### src/rtl/cpu_types_pkg.sv
// Shared CPU datapath types.
// word_t and regbits_t describe the default 32 x 32-bit register file shape.
// Register files built with other widths use local parameters instead.
package cpu_types_pkg;

  localparam int WORD_W    = 32;
  localparam int REG_COUNT = 32;
  localparam int REGBITS_W = $clog2(REG_COUNT);

  typedef logic [WORD_W-1:0]    word_t;
  typedef logic [REGBITS_W-1:0] regbits_t;

endpackage

### src/rtl/regfile_scoreboard.sv
// Busy scoreboard for the register file.
// Each register has one busy bit. The bit is set when an instruction that
// writes that register issues, and it is cleared when the register is
// written back.
// Ports:
//   CLK, nRST  clock; asynchronous active-low reset
//   issue_en   set the busy bit of issue_sel at the next edge
//   issue_sel  destination register of the issuing instruction
//   clr        one bit per register; written back this cycle
//   flush      clear every busy bit; takes priority over issue_en
//   busy_vec   current busy bits (bit 0 is always 0)
module regfile_scoreboard
  import cpu_types_pkg::*;
#(
  parameter int NREGS = 32,
  parameter int AW    = $clog2(NREGS)
) (
  input  logic             CLK,
  input  logic             nRST,
  input  logic             issue_en,
  input  logic [AW-1:0]    issue_sel,
  input  logic [NREGS-1:0] clr,
  input  logic             flush,
  output logic [NREGS-1:0] busy_vec
);

  logic [NREGS-1:0] set;
  logic [NREGS-1:0] busy;

  always_comb begin
    set = '0;
    if (issue_en && (issue_sel != '0)) set[issue_sel] = 1'b1;
  end

  // The set is applied after the clear. An issue and a write-back to the
  // same register in one cycle therefore leave the bit set, because the
  // newer producer is still in flight.
  always_ff @(posedge CLK or negedge nRST) begin
    if (!nRST)      busy <= '0;
    else if (flush) busy <= '0;
    else            busy <= (busy & ~clr) | set;
  end

  assign busy_vec = busy;

endmodule

### src/rtl/scoreboard_register_file.sv
// Multi-port register file with a RAW-hazard scoreboard.
// Register 0 always reads as zero, is never busy, and ignores writes and
// issues. Reads are combinational. When BYPASS=1, write data from the
// current cycle is forwarded to the read ports.
// Ports:
//   CLK, nRST           clock; asynchronous active-low reset
//   rsel, rvalid        per-read-port register select and "operand used"
//   rdat, rbusy         per-read-port data and pending-producer flag
//   hazard              some used operand still waits for its producer
//   WEN, wsel, wdat     per-write-port enable, register select and data
//   issue_en, issue_sel mark a destination register as pending
//   flush               clear all pending marks
//   busy_vec            raw scoreboard bits
module scoreboard_register_file
  import cpu_types_pkg::*;
#(
  parameter int NREGS  = 32,
  parameter int WIDTH  = 32,
  parameter int NREAD  = 2,
  parameter int NWRITE = 1,
  parameter int BYPASS = 1,
  parameter int AW     = $clog2(NREGS)
) (
  input  logic                         CLK,
  input  logic                         nRST,
  input  logic [NREAD-1:0][AW-1:0]     rsel,
  input  logic [NREAD-1:0]             rvalid,
  output logic [NREAD-1:0][WIDTH-1:0]  rdat,
  output logic [NREAD-1:0]             rbusy,
  output logic                         hazard,
  input  logic [NWRITE-1:0]            WEN,
  input  logic [NWRITE-1:0][AW-1:0]    wsel,
  input  logic [NWRITE-1:0][WIDTH-1:0] wdat,
  input  logic                         issue_en,
  input  logic [AW-1:0]                issue_sel,
  input  logic                         flush,
  output logic [NREGS-1:0]             busy_vec
);

  logic [NREGS-1:0][WIDTH-1:0] regs;
  logic [NREGS-1:0]            clr;

  // The write ports are visited in ascending order. When two ports select
  // the same register, the last nonblocking assignment (port NWRITE-1)
  // takes effect. Register 0 is never written, so it stays zero.
  always_ff @(posedge CLK or negedge nRST) begin
    if (!nRST) begin
      regs <= '0;
    end else begin
      for (int w = 0; w < NWRITE; w++) begin
        if (WEN[w] && (wsel[w] != '0)) regs[wsel[w]] <= wdat[w];
      end
    end
  end

  always_comb begin
    clr = '0;
    for (int w = 0; w < NWRITE; w++) begin
      if (WEN[w]) clr[wsel[w]] = 1'b1;
    end
    clr[0] = 1'b0;
  end

  regfile_scoreboard #(.NREGS(NREGS), .AW(AW)) u_sb (
    .CLK       (CLK),
    .nRST      (nRST),
    .issue_en  (issue_en),
    .issue_sel (issue_sel),
    .clr       (clr),
    .flush     (flush),
    .busy_vec  (busy_vec)
  );

  for (genvar i = 0; i < NREAD; i++) begin : g_rd
    logic [WIDTH-1:0] rd;
    logic             rb;

    // A same-cycle write forwards its data, and the register counts as
    // not busy: the producer is completing in this cycle. The
    // highest-index matching write port wins.
    always_comb begin
      rd = regs[rsel[i]];
      rb = busy_vec[rsel[i]];
      if (BYPASS != 0) begin
        for (int w = 0; w < NWRITE; w++) begin
          if (WEN[w] && (wsel[w] == rsel[i]) && (rsel[i] != '0)) begin
            rd = wdat[w];
            rb = 1'b0;
          end
        end
      end
    end

    assign rdat[i]  = rd;
    assign rbusy[i] = rb;
  end

  assign hazard = |(rvalid & rbusy);

endmodule

### config.mk
export PLATFORM = sky130hd
export DESIGN_NAME = scoreboard_register_file
export DESIGN_NICKNAME = d
export VERILOG_FILES = /design/src/rtl/cpu_types_pkg.sv /design/src/rtl/regfile_scoreboard.sv /design/src/rtl/scoreboard_register_file.sv
export SDC_FILE = /design/constraint.sdc
export NUM_CORES = 2
export LEC_CHECK = 0
export CORE_MARGIN = 5
export CORE_UTILIZATION = 50
export CTS_CLUSTER_DIAMETER = 50
export CTS_CLUSTER_SIZE = 28
export DETAILED_ROUTE_END_ITERATION = 6
export HOLD_SLACK_MARGIN = 0.05
export PLACE_DENSITY = 0.65
export SETUP_SLACK_MARGIN = 0.2
export SYNTH_ARGS = -nofsm -noshare
export SYNTH_HDL_FRONTEND = slang
export SYNTH_SLANG_ARGS = --single-unit
### constraint.sdc
create_clock -name CLK -period 4.6 [get_ports CLK]
set_clock_uncertainty 0.2 [all_clocks]
set_input_delay 0.69 -clock CLK [delete_from_list [all_inputs] [get_ports CLK]]
set_output_delay 0.69 -clock CLK [all_outputs]
set_load 0.1 [all_outputs]
# Word level (Yosys, flattened, before mapping)
# Cells that the tools add are included.
# Widths: inputs -> output; s select.
# op_classes
add_sub_neg	0
mul	0
div	0
magnitude_cmp	6
eq_ne	2
shifts	0
muxes	22
n_bitwise	4
reduce_logical	13
# op_table
op	count
$bwmux 1024	1
$bmux 32 s5	2
$mux 32	8
$demux 32 s5	1
$and 32x32->32	1
$not 32->32	1
$or 32x32->32	1
$lt 5x6->1 const B	4
$reduce_bool 5->1	4
$bmux 1 s5	2
$demux 1 s5	2
$eq 5x5->1	2
$ge 5x1->1 const B	2
$logic_and 1x1->1	8
$mux 1	6
$and 2x2->2	1
$reduce_or 2->1	1
# totals
ff_bits	1056
latch_bits	0
ramBits	0
romBits	0
in_bits	59
output_inout_bits	99
wordCells	80
n_memories	0

# Logic depth before layout (Yosys ltp)
# logic_depth
ltp_word	9
depth_mapped	10
depth_no_buf	6

# Hierarchy
# From an unflattened synthesis, not the netlist that was laid out.
# unflattened
hier_cells	4704
area_unflattened_um2	57058.5
# by_module_without_submodules
mod	instances	cells_per_inst	area_per_inst_um2	seq_area_each_um2
scoreboard_register_file	1	4592	55734.7	25624.6
regfile_scoreboard	1	112	1323.8	800.8

# Worst setup path after synthesis
# Ideal clock, no wire load.
# synth_timing
path_type	input port to output port
start	input port rsel[2] (netlist name)
end	output port rdat[30] (netlist name)
t_arrival_ns	4.824
required_time_ns	3.710
path_slack_ns	-1.114
stages	7
path_cell_list	buf_4 -> buf_6 -> buf_4 -> nand3_1 -> clkbuf_1 -> o22ai_1 -> o41ai_1
# synth_rtl
item	line	text
from (decl)	scoreboard_register_file.sv:26	input logic [NREAD-1:0][AW-1:0] rsel,
to (decl)	scoreboard_register_file.sv:28	output logic [NREAD-1:0][WIDTH-1:0] rdat,

==> impl_metrics.json <==
{
  "outcome": "finished clean",
  "htree_levels": 3,
  "grt_util_met1_pct": 43.1,
  "max_freq_mhz": 231,
  "avgSynthCellArea_um2": 14.6,
  "coreArea_mm2": 0.113,
  "multi_input_area_mm2": 0.0284,
  "fin_crit_sh_pct": 94.2,
  "grt_busiest_layer": "met2",
  "rows": 123,
  "endpoint": "rdat[6]",
  "io_buffers": 157,
  "ff2ff_path_depth": 2,
  "synth_nets": 3974,
  "drt_iter0_drc": 3852,
  "viasPerCell": 6.85,
  "worst_slew_pin_slew_ns": 1.23,
  "startpoint_type": "primary input",
  "rrSetupSlack_ns": 3.35,
  "grt_max_degree": 88,
  "async_flop_share_pct": 100,
  "yosysWarnings": 0,
  "place.gp.congestion": 0.857,
  "yosys_register_bits": 1056,
  "critPathRequiredTime_ns": 3.71,
  "synth_area_mm2": 0.0570,
  "total_power_mw": 29.0,
  "critPathKind": "in -> out",
  "drc": 0,
  "reg2reg_to": "u_sb.busy_vec[12]",
  "yosysTopAreaCellShare_pct": 46.4,
  "areaGrowthSynthToFinish_pct": 15.4,
  "ios": 158,
  "ant_nets": 0,
  "start_util_pct": 50.5,
  "maxSlewViolCount": 0,
  "rsz0062_at_grt": "true",
  "synth_cells": 3915,
  "final_nets": 4038,
  "peakVddDrop_uv": 299,
  "yosysSeqAreaShare_pct": 46.4,
  "cts_tree": "built",
  "finalCriticalPeriod_ns": 4.33,
  "grt-ovfl-total": 0,
  "path_clk_slew_ns": 0.06,
  "synthTopCellsByArea": "dfrtp_1, mux2_2, mux4_2",
  "vias": 38300,
  "synth_edf_count": 0,
  "hp-start": "regs[26]",
  "clkSinkCount": 1056,
  "postLayoutCoreUtil_pct": 58.3,
  "setup_viol": 0,
  "p_leak_nw": 28.4,
  "dp_hpwl_mm": 115,
  "yosysUniqueCellTypes": 59,
  "die_y_um": 348,
  "max_slew_margin_pct": 17.9,
  "first_pass_iters": 5,
  "grt_pass1_wl_mm": 277,
  "end_kind": "output port",
  "maxCapViolCount": 0,
  "grtUsageMet3_pct": 7.25,
  "r2r_start": "u_sb.busy_vec[12]",
  "grt_pass1_vias": 39300,
  "wire_per_inst_um": 33.5,
  "cp_max_fo": 46,
  "setup_ws_ns": 0.267,
  "gr-usage-met2_pct": 47.8,
  "clk_latency_ns": 0.71,
  "antenna_found_initial": 8,
  "hold_viol": 0,
  "hold_class": "reg -> reg",
  "worstPathArrival_ns": 3.44,
  "seq_area_mm2": 0.0264,
  "grt_usage_pct": 30.8,
  "yosys.area.top_type": "dfrtp_1",
  "power_density_mw_per_mm2": 442,
  "wirelength_mm": 187,
  "die_w_um": 348,
  "place_ws_ns": -0.0652,
  "cts_buffers": 121,
  "ctsLongestPathBuffers": 3,
  "synth_top_flop_cell": "dfrtp_1",
  "postCtsSetupRepairBufs": 0,
  "n_fill_cell": 8707,
  "drive_above_1_share_pct": 49.5,
  "cts_root_buf": "clkbuf_16",
  "startpoint": "wsel[2]",
  "fp.dieArea_mm2": 0.121
}
[worst max-delay path, stage by stage]
cell	delay, ns
clkdlybuf4s50_1	0.69
nor3_2	0.39
a211oi_4	0.17
buf_12	0.25
o41ai_2	0.95
buf_12	0.26
[layer usage]
layer / wire length (um) / part of all wire [%]
met1: 76300 / 41
met2: 86800 / 46
met3: 17200 / 9.2
met4: 6900 / 3.7
met5: 13 / 0.0069
[worst min-delay path by stage]
stage | endpoint | slack (ns) | cells past startpoint
floorplan | regs[0] | 0.19 | 0
detailed placement | regs[12] | 0.18 | 0
global placement | regs[27] | 0.18 | 0
global route | regs[0] | 0.20 | 0
CTS | regs[4] | 0.20 | 0
finish | regs[26] | 0.19 | 0
[layout by cell type, fill, tap and decap left out, types with 22 or more instances in the layout]
cell,netlist,final
nor3_1,33,33
mux4_2,433,433
mux2_1,34,34
dfrtp_1,1056,1056
buf_4,71,181
buf_12,4,124
o21ai_1,41,41
nand2_1,140,123
o21ai_0,37,37
mux2i_1,194,194
o211ai_1,62,62
clkdlybuf4s50_1,0,79
inv_6,0,24
o22ai_1,126,126
clkbuf_16,0,125
mux2_2,966,966
nor2_1,43,30
a311o_1,22,22
a22oi_1,59,59
a22o_1,33,33
a21oi_1,34,33
[synthesized netlist by cell type (all sizes together), types with 3 or more instances]
master and count:
dfrtp 1056, mux2 1000, mux4 442, buf 241, clkbuf 212, mux2i 194, nand2 140, o22ai 126
o21ai 78, o211ai 62, a22oi 60, nor2 47, a221oi 39, a21oi 34, nor3 34, a22o 33
a311o 22, nor2b 18, o41ai 10, a2111oi 8, nor3b 8, a211oi 6, xnor2 6, nand3 5
nand3b 4, or2 4, and2 3, and3 3, xor2 3
[final cells by class]
type / instances / share of cell area (%)
diodes: 7 / 0.0266
inverters: 3 / 0.0171
flip-flops and latches: 1056 / 40.2
repair buffers: 394 / 7.24
clock inverters: 96 / 1.59
multi-input cells: 2403 / 43.2
clock buffers: 134 / 4.92
well taps: 1500 / 2.85
[sequential cells by signal (all words and copies together), names as in the netlist]
| signal | count |
|---|---|
| regs | 1024 |
| u_sb.busy_vec | 32 |
[through the flow]
| step | hold slack [ns] | std cells | instance area [um^2] | TNS (ns) |
|---|---|---|---|---|
| 2_1_floorplan | 0.194 | 3915 | 57000 | -6.49 |
| 4_1_cts | 0.197 | 5586 | 65700 | 0 |
| 6_report | 0.192 | 5593 | 65700 | 0 |
| 3_5_place_dp | 0.182 | 5355 | 61400 | -0.0753 |
| 3_3_place_gp | 0.176 | 5355 | 61400 | -0.590 |
| 5_1_grt | 0.203 | 5586 | 65700 | 0 |
[power breakdown]
group / internal (mW) / switching, mW / total [mW]
clock network: 5.71 / 4.52 / 10.2
registers: 11.0 / 1.26 / 12.3
logic: 3.53 / 3.02 / 6.55
[timing repair]
item                                   4_1_cts  5_1_grt
setup endpoints to repair                    4        4
resized for setup                            4        2
hold buffers                                 1        0
endpoints found under the hold margin       64        0
[cell families (layout without fill, tap and decap cells)]
| logic type | Yosys count | after routing | share of synthesized area [%] |
|---|---|---|---|
| mux | 1636 | 1636 | 40.7 |
| flops | 1056 | 1056 | 46.4 |
| compound gates | 484 | 484 | 6.12 |
| buf+inv | 456 | 627 | 4.42 |
| simple gates | 274 | 274 | 2.27 |
| xor+xnor | 9 | 9 | 0.138 |
| other cells | 0 | 7 | 0 |
Power figures use the tool's default switching activity.
